## src/rtl/vx_tl_pkg.sv

```systemverilog
// TileLink-UL constants and helpers shared by the core-to-TL memory bridge.
package vx_tl_pkg;

  localparam logic [2:0] TL_A_PUT_FULL    = 3'd0;
  localparam logic [2:0] TL_A_PUT_PARTIAL = 3'd1;
  localparam logic [2:0] TL_A_GET         = 3'd4;
  localparam logic [2:0] TL_D_ACK         = 3'd0;
  localparam logic [2:0] TL_D_ACK_DATA    = 3'd1;

  typedef struct packed {
    logic [2:0] opcode;
    logic       denied;
    logic       corrupt;
  } tl_d_hdr_t;

  // log2 of the beat size in bytes, as carried in the TL size field
  function automatic logic [3:0] tl_size(input int data_w);
    return 4'($clog2(data_w / 8));
  endfunction

endpackage

```

## src/rtl/vx_tl_mem_bridge_if.sv

```systemverilog
// Core memory port plus TileLink-UL A/D channels; master is the bridge side.
interface vx_tl_mem_bridge_if #(
  parameter int ADDR_WIDTH   = 28,
  parameter int DATA_WIDTH   = 128,
  parameter int TAG_WIDTH    = 15,
  parameter int TL_SRC_WIDTH = 15
);
  logic                    mem_req_valid;
  logic                    mem_req_rw;
  logic [DATA_WIDTH/8-1:0] mem_req_byteen;
  logic [ADDR_WIDTH-1:0]   mem_req_addr;
  logic [DATA_WIDTH-1:0]   mem_req_data;
  logic [TAG_WIDTH-1:0]    mem_req_tag;
  logic                    mem_req_ready;

  logic                    mem_rsp_valid;
  logic [DATA_WIDTH-1:0]   mem_rsp_data;
  logic [TAG_WIDTH-1:0]    mem_rsp_tag;
  logic                    mem_rsp_ready;

  logic                    mem_a_valid;
  logic                    mem_a_ready;
  logic [2:0]              mem_a_bits_opcode;
  logic [2:0]              mem_a_bits_param;
  logic [3:0]              mem_a_bits_size;
  logic [TL_SRC_WIDTH-1:0] mem_a_bits_source;
  logic [31:0]             mem_a_bits_address;
  logic [DATA_WIDTH/8-1:0] mem_a_bits_mask;
  logic [DATA_WIDTH-1:0]   mem_a_bits_data;
  logic                    mem_a_bits_corrupt;

  logic                    mem_d_valid;
  logic                    mem_d_ready;
  logic [2:0]              mem_d_bits_opcode;
  logic [TL_SRC_WIDTH-1:0] mem_d_bits_source;
  logic [DATA_WIDTH-1:0]   mem_d_bits_data;
  logic                    mem_d_bits_denied;
  logic                    mem_d_bits_corrupt;

  modport master (
    input  mem_req_valid, mem_req_rw, mem_req_byteen, mem_req_addr, mem_req_data, mem_req_tag,
    output mem_req_ready,
    output mem_rsp_valid, mem_rsp_data, mem_rsp_tag,
    input  mem_rsp_ready,
    output mem_a_valid, mem_a_bits_opcode, mem_a_bits_param, mem_a_bits_size, mem_a_bits_source,
           mem_a_bits_address, mem_a_bits_mask, mem_a_bits_data, mem_a_bits_corrupt,
    input  mem_a_ready,
    input  mem_d_valid, mem_d_bits_opcode, mem_d_bits_source, mem_d_bits_data,
           mem_d_bits_denied, mem_d_bits_corrupt,
    output mem_d_ready
  );

  modport slave (
    output mem_req_valid, mem_req_rw, mem_req_byteen, mem_req_addr, mem_req_data, mem_req_tag,
    input  mem_req_ready,
    input  mem_rsp_valid, mem_rsp_data, mem_rsp_tag,
    output mem_rsp_ready,
    input  mem_a_valid, mem_a_bits_opcode, mem_a_bits_param, mem_a_bits_size, mem_a_bits_source,
           mem_a_bits_address, mem_a_bits_mask, mem_a_bits_data, mem_a_bits_corrupt,
    output mem_a_ready,
    output mem_d_valid, mem_d_bits_opcode, mem_d_bits_source, mem_d_bits_data,
           mem_d_bits_denied, mem_d_bits_corrupt,
    input  mem_d_ready
  );
endinterface

```

## src/rtl/vx_tl_rsp_fifo.sv

```systemverilog
// Two-entry registered FIFO holding read responses on their way to the core.
module vx_tl_rsp_fifo #(
  parameter int W = 143
) (
  input  logic         clock,
  input  logic         reset,
  input  logic         in_valid,
  output logic         in_ready,
  input  logic [W-1:0] in_data,
  output logic         out_valid,
  input  logic         out_ready,
  output logic [W-1:0] out_data
);
  logic [W-1:0] mem [2];
  logic         wr_ptr, rd_ptr;
  logic [1:0]   count;
  logic         push, pop;

  assign in_ready  = (count < 2'd2);
  assign out_valid = (count != 2'd0);
  assign out_data  = mem[rd_ptr];
  assign push      = in_valid & in_ready;
  assign pop       = out_valid & out_ready;

  always_ff @(posedge clock) begin
    if (reset) begin
      wr_ptr <= 1'b0;
      rd_ptr <= 1'b0;
      count  <= 2'd0;
    end else begin
      wr_ptr <= wr_ptr ^ push;
      rd_ptr <= rd_ptr ^ pop;
      count  <= count + 2'(push) - 2'(pop);
    end
  end

  always_ff @(posedge clock) begin
    if (push) mem[wr_ptr] <= in_data;
  end
endmodule

```

## src/rtl/vx_tl_mem_bridge.sv

```systemverilog
// Core memory port to TileLink-UL bridge: source-ID pool, tag table, read response FIFO.
module vx_tl_mem_bridge
  import vx_tl_pkg::*;
#(
  parameter int ADDR_WIDTH   = 28,
  parameter int DATA_WIDTH   = 128,
  parameter int TAG_WIDTH    = 15,
  parameter int NUM_SRC      = 8,
  parameter int TL_SRC_WIDTH = 15
) (
  input  logic                       clock,
  input  logic                       reset,
  vx_tl_mem_bridge_if.master         bus,
  output logic [$clog2(NUM_SRC):0]   outstanding,
  output logic                       busy,
  output logic                       err_denied,
  output logic                       err_proto
);
  localparam int         SRC_IW = (NUM_SRC > 1) ? $clog2(NUM_SRC) : 1;
  localparam int         CNT_W  = $clog2(NUM_SRC) + 1;
  localparam logic [3:0] SIZE   = tl_size(DATA_WIDTH);

  logic [NUM_SRC-1:0]   free_q, free_d, alloc_oh, rel_oh, wr_tbl;
  logic [TAG_WIDTH-1:0] tag_tbl [NUM_SRC];
  logic [SRC_IW-1:0]    alloc_idx, src_idx;
  logic [CNT_W-1:0]     cnt_q;
  logic                 free_avail, a_fire, d_fire, release_src, push_req, fifo_in_ready;
  logic                 src_ok, is_ack, is_data, proto_bad;
  tl_d_hdr_t            d_hdr;

  // Lowest free index from the start-of-cycle map; a slot freed this cycle is not eligible yet.
  always_comb begin
    alloc_idx = '0;
    for (int i = NUM_SRC - 1; i >= 0; i--)
      if (free_q[i]) alloc_idx = SRC_IW'(i);
  end

  assign free_avail = (|free_q) & ~reset;
  assign a_fire     = bus.mem_req_valid & bus.mem_a_ready & free_avail;

  assign bus.mem_a_valid        = bus.mem_req_valid & free_avail;
  assign bus.mem_req_ready      = bus.mem_a_ready & free_avail;
  assign bus.mem_a_bits_opcode  = !bus.mem_req_rw ? TL_A_GET :
                                  ((&bus.mem_req_byteen) ? TL_A_PUT_FULL : TL_A_PUT_PARTIAL);
  assign bus.mem_a_bits_param   = 3'd0;
  assign bus.mem_a_bits_size    = SIZE;
  assign bus.mem_a_bits_source  = TL_SRC_WIDTH'(alloc_idx);
  assign bus.mem_a_bits_address = 32'(bus.mem_req_addr) << SIZE;
  assign bus.mem_a_bits_mask    = bus.mem_req_rw ? bus.mem_req_byteen : '1;
  assign bus.mem_a_bits_data    = bus.mem_req_data;
  assign bus.mem_a_bits_corrupt = 1'b0;

  assign d_hdr   = '{opcode: bus.mem_d_bits_opcode, denied: bus.mem_d_bits_denied,
                     corrupt: bus.mem_d_bits_corrupt};
  assign src_idx = bus.mem_d_bits_source[SRC_IW-1:0];
  assign src_ok  = (bus.mem_d_bits_source < TL_SRC_WIDTH'(NUM_SRC)) & ~free_q[src_idx];
  assign is_ack  = (d_hdr.opcode == TL_D_ACK);
  assign is_data = (d_hdr.opcode == TL_D_ACK_DATA);

  // Only data beats for live sources can stall; everything else is swallowed immediately.
  assign push_req        = src_ok & is_data;
  assign bus.mem_d_ready = ~reset & (push_req ? fifo_in_ready : 1'b1);
  assign d_fire          = bus.mem_d_valid & bus.mem_d_ready;
  assign release_src     = d_fire & src_ok & (is_ack | is_data);
  assign proto_bad       = ~src_ok | ~(is_ack | is_data) |
                           (is_ack & ~wr_tbl[src_idx]) | (is_data & wr_tbl[src_idx]);

  assign alloc_oh = a_fire      ? (NUM_SRC'(1) << alloc_idx) : '0;
  assign rel_oh   = release_src ? (NUM_SRC'(1) << src_idx)   : '0;
  assign free_d   = (free_q & ~alloc_oh) | rel_oh;

  always_ff @(posedge clock) begin
    if (reset) begin
      free_q     <= '1;
      cnt_q      <= '0;
      err_denied <= 1'b0;
      err_proto  <= 1'b0;
    end else begin
      free_q <= free_d;
      case ({a_fire, release_src})
        2'b10:   cnt_q <= cnt_q + 1'b1;
        2'b01:   cnt_q <= cnt_q - 1'b1;
        default: cnt_q <= cnt_q;
      endcase
      err_denied <= err_denied | (d_fire & (d_hdr.denied | d_hdr.corrupt));
      err_proto  <= err_proto  | (d_fire & proto_bad);
    end
  end

  always_ff @(posedge clock) begin
    if (a_fire) begin
      tag_tbl[alloc_idx] <= bus.mem_req_tag;
      wr_tbl[alloc_idx]  <= bus.mem_req_rw;
    end
  end

  vx_tl_rsp_fifo #(.W(DATA_WIDTH + TAG_WIDTH)) u_rsp_fifo (
    .clock     (clock),
    .reset     (reset),
    .in_valid  (bus.mem_d_valid & push_req & ~reset),
    .in_ready  (fifo_in_ready),
    .in_data   ({bus.mem_d_bits_data, tag_tbl[src_idx]}),
    .out_valid (bus.mem_rsp_valid),
    .out_ready (bus.mem_rsp_ready),
    .out_data  ({bus.mem_rsp_data, bus.mem_rsp_tag})
  );

  assign outstanding = cnt_q;
  assign busy        = (cnt_q != '0) | bus.mem_rsp_valid;
endmodule
```

## src/flat_wrapper.sv

```systemverilog
// flat-port wrapper written by rule: the top's interface ports become plain ports
module vx_tl_mem_bridge_flat import vx_tl_pkg::*;
#(
  parameter int ADDR_WIDTH   = 28,
  parameter int DATA_WIDTH   = 128,
  parameter int TAG_WIDTH    = 15,
  parameter int NUM_SRC      = 8,
  parameter int TL_SRC_WIDTH = 15
)
  (clock, reset, outstanding, busy, err_denied, err_proto, bus_mem_req_valid, bus_mem_req_rw, bus_mem_req_byteen, bus_mem_req_addr, bus_mem_req_data, bus_mem_req_tag, bus_mem_req_ready, bus_mem_rsp_valid, bus_mem_rsp_data, bus_mem_rsp_tag, bus_mem_rsp_ready, bus_mem_a_valid, bus_mem_a_bits_opcode, bus_mem_a_bits_param, bus_mem_a_bits_size, bus_mem_a_bits_source, bus_mem_a_bits_address, bus_mem_a_bits_mask, bus_mem_a_bits_data, bus_mem_a_bits_corrupt, bus_mem_a_ready, bus_mem_d_valid, bus_mem_d_bits_opcode, bus_mem_d_bits_source, bus_mem_d_bits_data, bus_mem_d_bits_denied, bus_mem_d_bits_corrupt, bus_mem_d_ready);
  vx_tl_mem_bridge_if #(.ADDR_WIDTH(ADDR_WIDTH), .DATA_WIDTH(DATA_WIDTH), .TAG_WIDTH(TAG_WIDTH), .TL_SRC_WIDTH(TL_SRC_WIDTH)) bus_i ();
  input  logic clock;
  input  logic reset;
  output logic [$clog2(NUM_SRC):0] outstanding;
  output logic busy;
  output logic err_denied;
  output logic err_proto;
  input wire logic [$bits(bus_i.mem_req_valid)-1:0] bus_mem_req_valid;
  input wire logic [$bits(bus_i.mem_req_rw)-1:0] bus_mem_req_rw;
  input wire logic [$bits(bus_i.mem_req_byteen)-1:0] bus_mem_req_byteen;
  input wire logic [$bits(bus_i.mem_req_addr)-1:0] bus_mem_req_addr;
  input wire logic [$bits(bus_i.mem_req_data)-1:0] bus_mem_req_data;
  input wire logic [$bits(bus_i.mem_req_tag)-1:0] bus_mem_req_tag;
  output wire logic [$bits(bus_i.mem_req_ready)-1:0] bus_mem_req_ready;
  output wire logic [$bits(bus_i.mem_rsp_valid)-1:0] bus_mem_rsp_valid;
  output wire logic [$bits(bus_i.mem_rsp_data)-1:0] bus_mem_rsp_data;
  output wire logic [$bits(bus_i.mem_rsp_tag)-1:0] bus_mem_rsp_tag;
  input wire logic [$bits(bus_i.mem_rsp_ready)-1:0] bus_mem_rsp_ready;
  output wire logic [$bits(bus_i.mem_a_valid)-1:0] bus_mem_a_valid;
  output wire logic [$bits(bus_i.mem_a_bits_opcode)-1:0] bus_mem_a_bits_opcode;
  output wire logic [$bits(bus_i.mem_a_bits_param)-1:0] bus_mem_a_bits_param;
  output wire logic [$bits(bus_i.mem_a_bits_size)-1:0] bus_mem_a_bits_size;
  output wire logic [$bits(bus_i.mem_a_bits_source)-1:0] bus_mem_a_bits_source;
  output wire logic [$bits(bus_i.mem_a_bits_address)-1:0] bus_mem_a_bits_address;
  output wire logic [$bits(bus_i.mem_a_bits_mask)-1:0] bus_mem_a_bits_mask;
  output wire logic [$bits(bus_i.mem_a_bits_data)-1:0] bus_mem_a_bits_data;
  output wire logic [$bits(bus_i.mem_a_bits_corrupt)-1:0] bus_mem_a_bits_corrupt;
  input wire logic [$bits(bus_i.mem_a_ready)-1:0] bus_mem_a_ready;
  input wire logic [$bits(bus_i.mem_d_valid)-1:0] bus_mem_d_valid;
  input wire logic [$bits(bus_i.mem_d_bits_opcode)-1:0] bus_mem_d_bits_opcode;
  input wire logic [$bits(bus_i.mem_d_bits_source)-1:0] bus_mem_d_bits_source;
  input wire logic [$bits(bus_i.mem_d_bits_data)-1:0] bus_mem_d_bits_data;
  input wire logic [$bits(bus_i.mem_d_bits_denied)-1:0] bus_mem_d_bits_denied;
  input wire logic [$bits(bus_i.mem_d_bits_corrupt)-1:0] bus_mem_d_bits_corrupt;
  output wire logic [$bits(bus_i.mem_d_ready)-1:0] bus_mem_d_ready;
  assign bus_i.mem_req_valid = bus_mem_req_valid;
  assign bus_i.mem_req_rw = bus_mem_req_rw;
  assign bus_i.mem_req_byteen = bus_mem_req_byteen;
  assign bus_i.mem_req_addr = bus_mem_req_addr;
  assign bus_i.mem_req_data = bus_mem_req_data;
  assign bus_i.mem_req_tag = bus_mem_req_tag;
  assign bus_mem_req_ready = bus_i.mem_req_ready;
  assign bus_mem_rsp_valid = bus_i.mem_rsp_valid;
  assign bus_mem_rsp_data = bus_i.mem_rsp_data;
  assign bus_mem_rsp_tag = bus_i.mem_rsp_tag;
  assign bus_i.mem_rsp_ready = bus_mem_rsp_ready;
  assign bus_mem_a_valid = bus_i.mem_a_valid;
  assign bus_mem_a_bits_opcode = bus_i.mem_a_bits_opcode;
  assign bus_mem_a_bits_param = bus_i.mem_a_bits_param;
  assign bus_mem_a_bits_size = bus_i.mem_a_bits_size;
  assign bus_mem_a_bits_source = bus_i.mem_a_bits_source;
  assign bus_mem_a_bits_address = bus_i.mem_a_bits_address;
  assign bus_mem_a_bits_mask = bus_i.mem_a_bits_mask;
  assign bus_mem_a_bits_data = bus_i.mem_a_bits_data;
  assign bus_mem_a_bits_corrupt = bus_i.mem_a_bits_corrupt;
  assign bus_i.mem_a_ready = bus_mem_a_ready;
  assign bus_i.mem_d_valid = bus_mem_d_valid;
  assign bus_i.mem_d_bits_opcode = bus_mem_d_bits_opcode;
  assign bus_i.mem_d_bits_source = bus_mem_d_bits_source;
  assign bus_i.mem_d_bits_data = bus_mem_d_bits_data;
  assign bus_i.mem_d_bits_denied = bus_mem_d_bits_denied;
  assign bus_i.mem_d_bits_corrupt = bus_mem_d_bits_corrupt;
  assign bus_mem_d_ready = bus_i.mem_d_ready;
  vx_tl_mem_bridge #(.ADDR_WIDTH(ADDR_WIDTH), .DATA_WIDTH(DATA_WIDTH), .TAG_WIDTH(TAG_WIDTH), .NUM_SRC(NUM_SRC), .TL_SRC_WIDTH(TL_SRC_WIDTH)) u_core (.clock(clock), .reset(reset), .bus(bus_i), .outstanding(outstanding), .busy(busy), .err_denied(err_denied), .err_proto(err_proto));
endmodule
```

## config.mk

```make
export PLATFORM = sky130hd
export DESIGN_NAME = vx_tl_mem_bridge_flat
export DESIGN_NICKNAME = d
export VERILOG_FILES = /design/src/rtl/vx_tl_pkg.sv /design/src/rtl/vx_tl_mem_bridge_if.sv /design/src/rtl/vx_tl_rsp_fifo.sv /design/src/rtl/vx_tl_mem_bridge.sv /design/src/flat_wrapper.sv
export SDC_FILE = /design/constraint.sdc
export NUM_CORES = 1
export LEC_CHECK = 0
export BUFFER_PORTS_ARGS = -buffer_cell sky130_fd_sc_hd__buf_2
export CAP_MARGIN = 20
export CELL_PAD_IN_SITES_DETAIL_PLACEMENT = 1
export CELL_PAD_IN_SITES_GLOBAL_PLACEMENT = 1
export CORE_AREA = 2 2 273 275
export CTS_BUF_LIST = sky130_fd_sc_hd__clkbuf_8
export DETAILED_ROUTE_END_ITERATION = 7
export DIE_AREA = 0 0 275 277
export PLACE_DENSITY_LB_ADDON = 0.1
export SYNTH_ARGS = -nofsm -noshare
export SYNTH_HDL_FRONTEND = slang
export SYNTH_SLANG_ARGS = --single-unit
```

## constraint.sdc

```tcl
create_clock -name clock -period 8.05 [get_ports clock]
set_clock_uncertainty 0.15 [all_clocks]
set_input_delay 2.415 -clock clock [delete_from_list [all_inputs] [get_ports clock]]
set_output_delay 2.415 -clock clock [all_outputs]
set_load 0.01 [all_outputs]
```

## After elaboration in Yosys (flattened, before gate mapping)

Memory sizes are Yosys's and may differ from the RTL's. A register that Yosys moved wholly into a read port is not among the register bits.
Index checks and enable logic that the tools add are counted.

| word-level totals | value |
|---|---|
| word-level logic and storage cells | 95 |
| bits in writable memories | 406 |
| input port bits | 342 |
| memories | 2 |
| register bits | 26 |

Memories:

| memory | depth | width | read ports | clocked after Yosys merged registers in | write ports | RTL line | RTL |
|---|---|---|---|---|---|---|---|
| u_core.u_rsp_fifo.mem | 2 | 143 | 1 | 1 | 1 | vx_tl_rsp_fifo.sv:14 | `logic [W-1:0] mem [2];` |
| u_core.tag_tbl | 8 | 15 | 1 | 0 | 1 | vx_tl_mem_bridge.sv:24 | `logic [TAG_WIDTH-1:0] tag_tbl [NUM_SRC];` |

| cells by class | value |
|---|---|
| multiplexer cells | 27 |
| magnitude comparators | 5 |
| bitwise gates (word level) | 37 |
| equal/unequal tests | 3 |
| shifts and indexed selects | 2 |
| $add $sub $neg | 4 |
| reduce and logical (&&, ||, !) cells | 7 |

Operator list:

| cell | count |
|---|---|
| $mux 3 | 9 |
| $and 1x1->1 | 19 |
| $mux 16 | 1 |
| $mux 8 | 2 |
| $reduce_and 16->1 | 1 |
| $shl 1x3->8 const A | 2 |
| $lt 15x4->1 const B | 1 |
| $mux 1 | 10 |
| $and 8x8->8 | 1 |
| $bwmux 8 | 1 |
| $lt 3x4->1 const B | 2 |
| $not 8->8 | 1 |
| $or 1x1->1 | 8 |
| $or 8x8->8 | 1 |
| $pmux 4 s2 | 1 |
| $reduce_or 8->1 | 1 |
| $bmux 1 s3 | 2 |
| $not 1->1 | 5 |
| $add 4x1->4 const B | 1 |
| $reduce_bool 2->1 | 2 |
| $reduce_bool 4->1 | 1 |
| $sub 4x1->4 const B | 1 |
| $demux 1 s3 | 1 |
| $eq 3x1->1 const B | 1 |
| other kinds (9) | 10 |

## Longest topological paths before layout

Gate-level depths: netlist (run 1).

| depth | value |
|---|---|
| word-level depth | 13 |
| mapped depth | 12 |
| gate-level depth less buffers | 11 |

## By module

From an unflattened synthesis (run 1), not the netlist that was laid out.

| second synthesis, totals | value |
|---|---|
| cell total of the unflattened synthesis | 982 |
| area, all modules | 18,032.3 um^2 |

Modules (own cells, without submodules):

| module | cells each | sequential area each (um^2) | area each (um^2) | times used |
|---|---|---|---|---|
| vx_tl_rsp_fifo | 470 | 8,668.3 | 10,767.8 | 1 |
| vx_tl_mem_bridge | 512 | 4,124.0 | 7,264.5 | 1 |

## Worst setup path before layout (run 1)

Ideal clock, no wire load.

| timing path | value |
|---|---|
| kind | input port to flip-flop |
| start | in bus_mem_d_bits_source[1] |
| end | mem u_core.u_rsp_fifo.mem[0][0], enable pin |
| cell stages on the path | 7 |
| data required time | 7,380 ps |
| slack | 55 ps |
| library setup time | 520 ps |
| arrival time | 7,325 ps |
| cells stage by stage | clkbuf_1 -> mux4_2 -> nor2b_4 -> a211o_4 -> or3_1 -> inv_1 -> ha_1 |

| between the ends | value |
|---|---|
| longest elaborated chain between the ends | 10 |
| elaborated cells between the ends (all ways) | 11 |
| classes of those cells | order compare (1); mux (4); bitwise (6) |

Ends and longest elaborated chain:

| item | RTL line | RTL |
|---|---|---|
| from (decl) | flat_wrapper.sv:41 | `input wire logic [$bits(bus_i.mem_d_bits_source)-1:0] bus_mem_d_bits_source;` |
| parallel branches: the longest is 3 deep, another holds $lt 15x4->1 | n/a |  |
| $and 1x1->1 * | vx_tl_mem_bridge.sv:56 | `assign src_ok = (bus.mem_d_bits_source < TL_SRC_WIDTH'(NUM_SRC)) & ~free_q[src_idx];` |
| $and 1x1->1 * | vx_tl_mem_bridge.sv:61 | `assign push_req = src_ok & is_data;` |
| $and 1x1->1 * (2 in series) | vx_tl_mem_bridge.sv:100 | `.in_valid (bus.mem_d_valid & push_req & ~reset),` |
| $and 1x1->1 * | vx_tl_rsp_fifo.sv:22 | `assign push = in_valid & in_ready;` |
| $mux 1 * | vx_tl_rsp_fifo.sv:38 | `if (push) mem[wr_ptr] <= in_data;` |
| $mux 1 (implied by the code) * | vx_tl_rsp_fifo.sv:38 |  |
| to (decl) | vx_tl_rsp_fifo.sv:14 |  |

Mark *: on every way between the ends. The select of a mux whose other input is x is not followed.

## Final worst setup path (run 1)

| timing path | value |
|---|---|
| start | in bus_mem_d_bits_source[0] |
| end | out bus_mem_d_ready |

| between the ends | value |
|---|---|
| longest elaborated chain between the ends | 7 |
| elaborated cells between the ends (all ways) | 8 |
| classes of those cells | order compare (1); mux (3); bitwise (4) |

Ends and longest elaborated chain:

| item | RTL line | RTL |
|---|---|---|
| parallel branches: the longest is 3 deep, another holds $lt 15x4->1 | n/a |  |
| $and 1x1->1 * | vx_tl_mem_bridge.sv:56 |  |
| $and 1x1->1 * | vx_tl_mem_bridge.sv:61 |  |
| $mux 1 * | vx_tl_mem_bridge.sv:62 | `assign bus.mem_d_ready = ~reset & (push_req ? fifo_in_ready : 1'b1);` |
| $and 1x1->1 * | vx_tl_mem_bridge.sv:62 |  |
| to (decl) | flat_wrapper.sv:45 | `output wire logic [$bits(bus_i.mem_d_ready)-1:0] bus_mem_d_ready;` |

Marks and branches as above.

==> results of run 1 <==
==> cell type report <==
class / count / area [sq um]
fill: 7758 / 52500
sequential: 432 / 12800
multi-input combinational: 345 / 3570
timing repair buffer: 375 / 1960
tap: 969 / 1210
clock buffer: 84 / 1160
clock inverter: 60 / 348
inverter: 12 / 45.0
antenna: 2 / 5.00
==> metal layers <==
layer	part of all wire (%)	vias up	track usage, %
met5	0.36	-	0.770
met4	1.9	18	3.63
met3	10	97	5.94
met2	48	443	19.6
met1	39	4627	13.5
li1	-	4093	-
==> stage by stage <==
stage | worst slack [ns] | power (mW) | std cells | util [%]
global route | 1.50 | 4.84 | 2279 | 28.7
global placement | 1.58 | 2.66 | 2133 | 26.6
finish | 1.56 | 4.61 | 2279 | 28.7
detailed placement | 1.56 | 2.66 | 2133 | 26.6
floorplan | 0.0546 | 2.66 | 1001 | -
CTS | 1.55 | 4.72 | 2277 | 28.7
==> layout by cell type, fill, tap and decap left out, types with 4 or more instances in the layout <==
cell	synthesis	final
o221ai_1	4	4
nand4_1	5	5
dfxtp_1	18	17
buf_4	181	11
mux2_2	139	139
mux2_1	19	19
buf_2	0	360
nand2_1	5	5
a21oi_1	9	9
clkinv_1	0	13
inv_1	12	48
conb_1	2	25
nor2_1	16	13
clkbuf_8	0	84
nand2b_1	20	20
o21ai_0	6	6
edfxtp_1	414	414
ha_1	7	5
nor4_1	8	7
mux4_2	33	33
xor2_1	4	4
buf_12	0	4
and2_1	5	5
==> cell families (layout without fill, tap and decap cells) <==
logic type,Yosys count,in the layout
and+or+nand+nor,77,77
xor gates and xnor gates,6,6
DFF,432,432
adders and majority gates,7,7
buffers and inverters,224,531
other,2,27
AOI/OAI and AO/OA,35,35
muxes,195,195
==> worst paths after layout <==
path                            depth (start not counted)  slack, ns                      endpoint                     start
worst max-delay path                                    7       1.56               bus_mem_d_ready  bus_mem_d_bits_source[0]
worst min-delay path                                    2       0.30             u_core.err_denied         u_core.err_denied
worst max register to register                          7       4.41  u_core.u_rsp_fifo.mem[1][13]          u_core.free_q[0]
worst min register to register                          2       0.30             u_core.err_denied         u_core.err_denied
==> state kept, by name, indices dropped and copies added, names as in the netlist <==
register,cells
u_core.u_rsp_fifo.mem,286
u_core.tag_tbl,120
u_core.free_q,8
u_core.wr_tbl,8
u_core.outstanding,4
u_core.u_rsp_fifo.count,2
u_core.err_denied,1
u_core.err_proto,1
u_core.u_rsp_fifo.rd_ptr,1
u_core.u_rsp_fifo.wr_ptr,1
==> Yosys cell counts (2+ instances only) <==
| library cell | n |
|---|---|
| nand2b_1 | 20 |
| conb_1 | 2 |
| inv_1 | 12 |
| mux2i_1 | 3 |
| buf_4 | 181 |
| nand4_1 | 5 |
| nor2b_1 | 2 |
| o211ai_1 | 3 |
| clkbuf_1 | 23 |
| and2_1 | 5 |
| edfxtp_1 | 414 |
| nor4bb_1 | 2 |
| dfxtp_1 | 18 |
| nand2_1 | 5 |
| buf_1 | 5 |
| buf_6 | 3 |
| mux4_2 | 33 |
| nor3_1 | 4 |
| xor2_1 | 4 |
| nor2_1 | 16 |
| o21ai_1 | 2 |
| mux2_2 | 139 |
| o21a_1 | 3 |
| mux2_1 | 19 |
| o21ai_0 | 6 |
| o221ai_1 | 4 |
| a21oi_1 | 9 |
| ha_1 | 7 |
| nor4_1 | 8 |
| or3_1 | 2 |
| o31ai_2 | 2 |
| xnor2_1 | 2 |
==> power by group through the flow <==
stage | sequential, mW | clock [mW] | combinational (mW)
floorplan | 2.52 | 0 | 0.147
global placement | 2.52 | 0 | 0.141
detailed placement | 2.52 | 0 | 0.145
CTS | 2.47 | 2.11 | 0.146
global route | 2.47 | 2.21 | 0.158
finish | 2.47 | 2.00 | 0.142
==> worst min-delay path: stages, from the launching register on <==
cell and delay [ns]:
dfxtp_1 0.31, inv_1 0.05, a21oi_1 0.05
==> results.md, run 1 <==
* Final Hold Fails at 0
* Setup TNS at 0 ns
* Critical path class: input pin to primary output
* Clock root cell: clkbuf_8
* Nets at about 1600
* Unrepaired setup endpoints after global routing: no
* Switching Fraction at between 20% and 30%
* CTS sink count at 432
* F_max at around 150 MHz
* Hold buffers post-CTS at 0
* Via count at between 9000 and 10000
* Post-CTS Setup Inserts at 0
* Crit path DAT at 3.92 ns
* Part of the power in registers at between 50% and 60%
* Hold Path Class: register to register
* Mapped Cells at between 900 and 1000
* Logic pwr share at between 3 and 4%
* Placed Area at 19600 sq um
* Max-slew violations at 0
* Synth Area per Inst at roughly 18 sq um
* Post-route minimum period at 6.49 ns
* Max incr delay on CP at between 0.5 and 0.6 ns
* Slowest-stage cell, CP: mux4_2
* Leak Pwr at 7.52 nW
* Sw Pwr at slightly above 1 mW
* Hold_ws at ~0.3 ns
* GRT Overall Usage at 11.9%
* Critical path buffers and inverters at 2
* Die width at about 280 um
* Simple-gate portion of the synthesized area at roughly 2.6%
* Startpoint types: input pin
* Post-synthesis sequential area ratio at 72.0%
* Synth Flop Type: edfxtp_1
* Gr ovfl total at 0
* Post-DR wirelength/cell at around 20 um
* Layout cell share with drive strength beyond 1 at about half
* PostCTS Resize Cnt at 0
* Crit path max-delay family: multiplexers
* Site Rows at 100
* Setup violators final at 0
* Clock network power share at a little over two fifths
* DRC at 0
* Initial antenna violation count at 9
* Largest area contributor in the netlist: edfxtp_1
* First-pass GRT wire length at about 67 mm
* Initial core utilization at around a quarter
* Drt initial violations at roughly 410
* Die area at approximately 76000 sq um
* MaxCap Viol Count at 0
* Syn. warnings at 0
* Average vias per placed instance at 4.07
* Io pins at 698
* Adder-cell share of the synthesized area at less than 1%
* DR pass1 iterations at 4
* Clock buffer depth at 3
* Top-area cell type share of the netlist area at between 60% and 70%
* H-tree depth at 3
* CTS tree: done
* Status: finished clean
* Relative slew slack at around 22%
* Multiplexer area fraction after synthesis at 14.5%
* Clk slew on worst S/H paths at roughly 0.060 ns
* Area growth from synthesis to layout at 18.8%
* Die height at 277 um
* Distinct cells, synth at 47
* Post-route ant nets at 0
* Total core area at about 74000 sq um
* Critical-path cell list: buf_2, mux4_2, nor2b_4, a211o_4, nor2_1, nor2_1, buf_2
* Synth area leaders: edfxtp_1 (70%), mux2_2 (8.8%), buf_4 (7.7%)
* Post-synthesis cell area at 17800 sq um
* Pwr/cell area at between 200 and 250 nW/um^2
* Element type at the critical path end: primary output
* Pin count of the biggest net entering global routing at between 100 and 150
* HPWL after DPL at 29.8 mm
* Compound-Gate Fraction of Synth Area at roughly 1.4%
* FFs w/ async S/R, synth at 0%
* Vias in the first global route at 10026
* Crit Path Max Fanout at 7
* Internal power at 3.60 mW
* Post-synthesis register bit count at 432
* PortBufs at 360
* Final Cell Area at roughly 21000 sq um
* Worst-skew pair later-pin latency at between 0.6 and 0.7 ns
* Main combinational cell family by area after synthesis: multiplexers
* Final Cycle Share at between 80% and 90%
* Required @ worst endpoint at approximately 5.5 ns
* Routed wire length at about 47 mm
* Routability cong. at about 0.76
* Worst slew pin tran at 1.18 ns
* Post-synthesis xor/xnor area fraction at 0.296%
* Total CTS buffers at 83
* EDFF count, synth at a little over 400
* Peak VDD IR at 0.0856 mV
No activity file was read; power rests on OpenSTA's default activity.
==> run 2, diff against run 1 <==
--- a/config.mk
+++ b/config.mk
@@ -9,10 +9,10 @@
 export CAP_MARGIN = 20
 export CELL_PAD_IN_SITES_DETAIL_PLACEMENT = 1
 export CELL_PAD_IN_SITES_GLOBAL_PLACEMENT = 1
-export CORE_AREA = 2 2 273 275
+export CORE_AREA = 2 2 275 277
 export CTS_BUF_LIST = sky130_fd_sc_hd__clkbuf_8
 export DETAILED_ROUTE_END_ITERATION = 7
-export DIE_AREA = 0 0 275 277
+export DIE_AREA = 0 0 277 279
 export PLACE_DENSITY_LB_ADDON = 0.1
 export SYNTH_ARGS = -nofsm -noshare
 export SYNTH_HDL_FRONTEND = slang
==> constraint.sdc (replaced) <==
create_clock -name clock -period 6.5 [get_ports clock]
set_clock_uncertainty 0.15 [all_clocks]
set_input_delay 1.95 -clock clock [delete_from_list [all_inputs] [get_ports clock]]
set_output_delay 1.95 -clock clock [all_outputs]
set_load 0.01 [all_outputs]
==> run 2 against run 1 <==
  * Register-to-register slack got worse by 1.3 ns
  * Sequential power rose by 24%
  * Critical endpoint unchanged
  * Largest power group unchanged
  * Critical path type unchanged
  * Non-clock buffer count rose by 12
  * Cell count rose by 0.35%
==> results.md, run 2 (synthesis gave the netlist of run 1 again) <==
* Site Rows at 100
* PortBufs at 360
* Most common cell after layout, fill and taps aside: edfxtp_1
* Die height at approximately 280 um
* Place WS at just under 1 ns
* HPWL after DPL at 32.5 mm
* Post-route ant nets at 0
* Setup violators final at 0
* MaxCap Viol Count at 0
* Total CTS buffers at slightly above 80
* Hold Path Class: register to register
* Die width at 277 um
* Placed Area at 19700 sq um
* Worst setup margin at between 1 and 1.5 ns
* Util after Layout at 28.6%
* Die area at just under 80000 sq um
* Critical path class: input pin to primary output
* Max-slew violations at 0
* Nets at ~1600
* Crit path DAT at between 3 and 4 ns
* Largest register by flop count: u_core.u_rsp_fifo.mem
* Top flop regs: u_core.u_rsp_fifo.mem: 286 flops, u_core.tag_tbl: 120 flops
* Max reg flops at ~290
* Post-route minimum period at between 5 and 6 ns
* Element type at the critical path end: primary output
* Drt initial violations at 443
* Filler cells at 7862
* H-tree depth at 3
* Status: finished clean
* Area growth from synthesis to layout at 19.2%
* Reg2reg path depth at 7
* CTS tree: done
* Worst slew pin tran at 0.759 ns
* Relative slew slack at around half
* Final Cycle Share at a little over four fifths
* Crit Path Max Fanout at 7
* Pwr/cell area at 265 nW/um^2
* RR Endpoint: u_core.u_rsp_fifo.mem[0][89]
* Startpoint types: input pin
* Worst reg2reg startpoint: u_core.free_q[2]
* CTS sink count at 432
* Gr ovfl total at 0
* Io pins at ~700
* Most frequent cells in the layout: edfxtp_1 (414), buf_2 (360), mux2_2 (139), clkbuf_8 (86), mux4_2 (33)
* Initial core utilization at a little under a quarter
* Pin count of the biggest net entering global routing at about 60
* Required @ worst endpoint at around 4.4 ns
* Unrepaired setup endpoints after global routing: no
* Setup slack, reg-to-reg at 3.09 ns
* Peak VDD IR at between 0.09 and 0.1 mV
* Post-CTS Setup Inserts at 0
* Clock root cell: clkbuf_8
* Total core area at between 70000 and 80000 sq um
* Clk slew on worst S/H paths at roughly 0.05 ns
* Final Hold Fails at 0
* GRT Overall Usage at around an eighth
* Hold buffers post-CTS at 0
* Clock buffer depth at 3
* Worst-skew pair later-pin latency at roughly 0.64 ns
* Routed wire length at 48.2 mm
* Average vias per placed instance at roughly 4.1
* First-pass GRT wire length at 69.2 mm
* Layout Cells excl Fill at approximately 2300
* Vias in the first global route at 10247
* DRC at 0
* Min-Delay Path Depth at 2
* Leak Pwr at between 7 and 8 nW
* Dpl cells at 2145
* Final Cell Area at around 21000 sq um
* PostCTS Resize Cnt at 0
* Initial antenna violation count at 11
* End of the worst hold path: u_core.err_proto
* F_max at ~180 MHz
* Via count at between 9000 and 10000
* Layout cell share with drive strength beyond 1 at about half
* Routability cong. at just under 0.7
* DR pass1 iterations at 6
* HP Start: u_core.err_proto
* Post-DR wirelength/cell at about 21 um
[run 2: cell types whose count changed in the layout (fill, tap and decap cells not counted), moves of 2 or more]
cell / before / now
buf_12: 4 / 6
buf_4: 11 / 20
bufinv_16: 3 / 0
clkbuf_8: 84 / 86
clkinv_1: 13 / 25
clkinv_2: 3 / 6
clkinvlp_4: 0 / 2
inv_1: 48 / 30
inv_8: 3 / 1
[run 2: worst max path at each step]
| stage | start | to | slack (ns) |
|---|---|---|---|
| after floorplan | bus_mem_d_bits_source[1] | u_core.u_rsp_fifo.mem[0][0] | -1.03 |
| after global placement | bus_mem_d_bits_source[0] | bus_mem_d_ready | 0.99 |
| after detailed placement | bus_mem_d_bits_source[0] | bus_mem_d_ready | 0.99 |
| after CTS | bus_mem_d_bits_source[0] | bus_mem_d_ready | 0.99 |
| after global routing | bus_mem_d_bits_source[0] | bus_mem_d_ready | 0.93 |
| final | bus_mem_d_bits_source[0] | bus_mem_d_ready | 1.00 |
[run 2: through the flow]
step / TNS [ns] / power, mW / hold slack (ns)
6_report: 0 / 5.62 / 0.298
5_1_grt: 0 / 5.88 / 0.326
4_1_cts: 0 / 5.77 / 0.304
3_5_place_dp: 0 / 3.30 / 0.296
3_3_place_gp: 0 / 3.30 / 0.293
2_1_floorplan: -294.68 / 3.30 / 0.320
[run 2: layout make-up]
type / instances / area [sq um] / share of cell area [%]
Timing Repair Buffer: 387 / 2090 / 9.86
Sequential cell: 432 / 12800 / 60.5
Clock inverter: 55 / 259 / 1.22
Clock buffer: 86 / 1180 / 5.59
Antenna cell: 1 / 2.50 / 0.0118
Inverter: 12 / 45.0 / 0.213
Tap cell: 969 / 1210 / 5.73
Multi-Input combinational cell: 345 / 3580 / 16.9
[run 2: per-layer routing]
layer | wire length, um | global-route usage, % | up-vias
li1 | - | - | 4103
met2 | 22200 | 18.8 | 473
met5 | 164 | 0.563 | -
met3 | 5450 | 6.69 | 97
met1 | 19500 | 14.4 | 4598
met4 | 905 | 4.17 | 22
[run 2: worst max-delay path, stage by stage]
cell and delay [ns]:
buf_2 0.15, mux4_2 0.50, nor2b_4 0.14, a211o_4 0.34
nor2_1 0.12, nor2_1 0.04, buf_2 0.15
[run 2: power by group]
group	leakage (nW)	internal (mW)	switching [mW]
Clock	0.802	1.22	1.16
Combinational	2.82	0.0819	0.0957
Sequential	3.87	3.06	0.00407
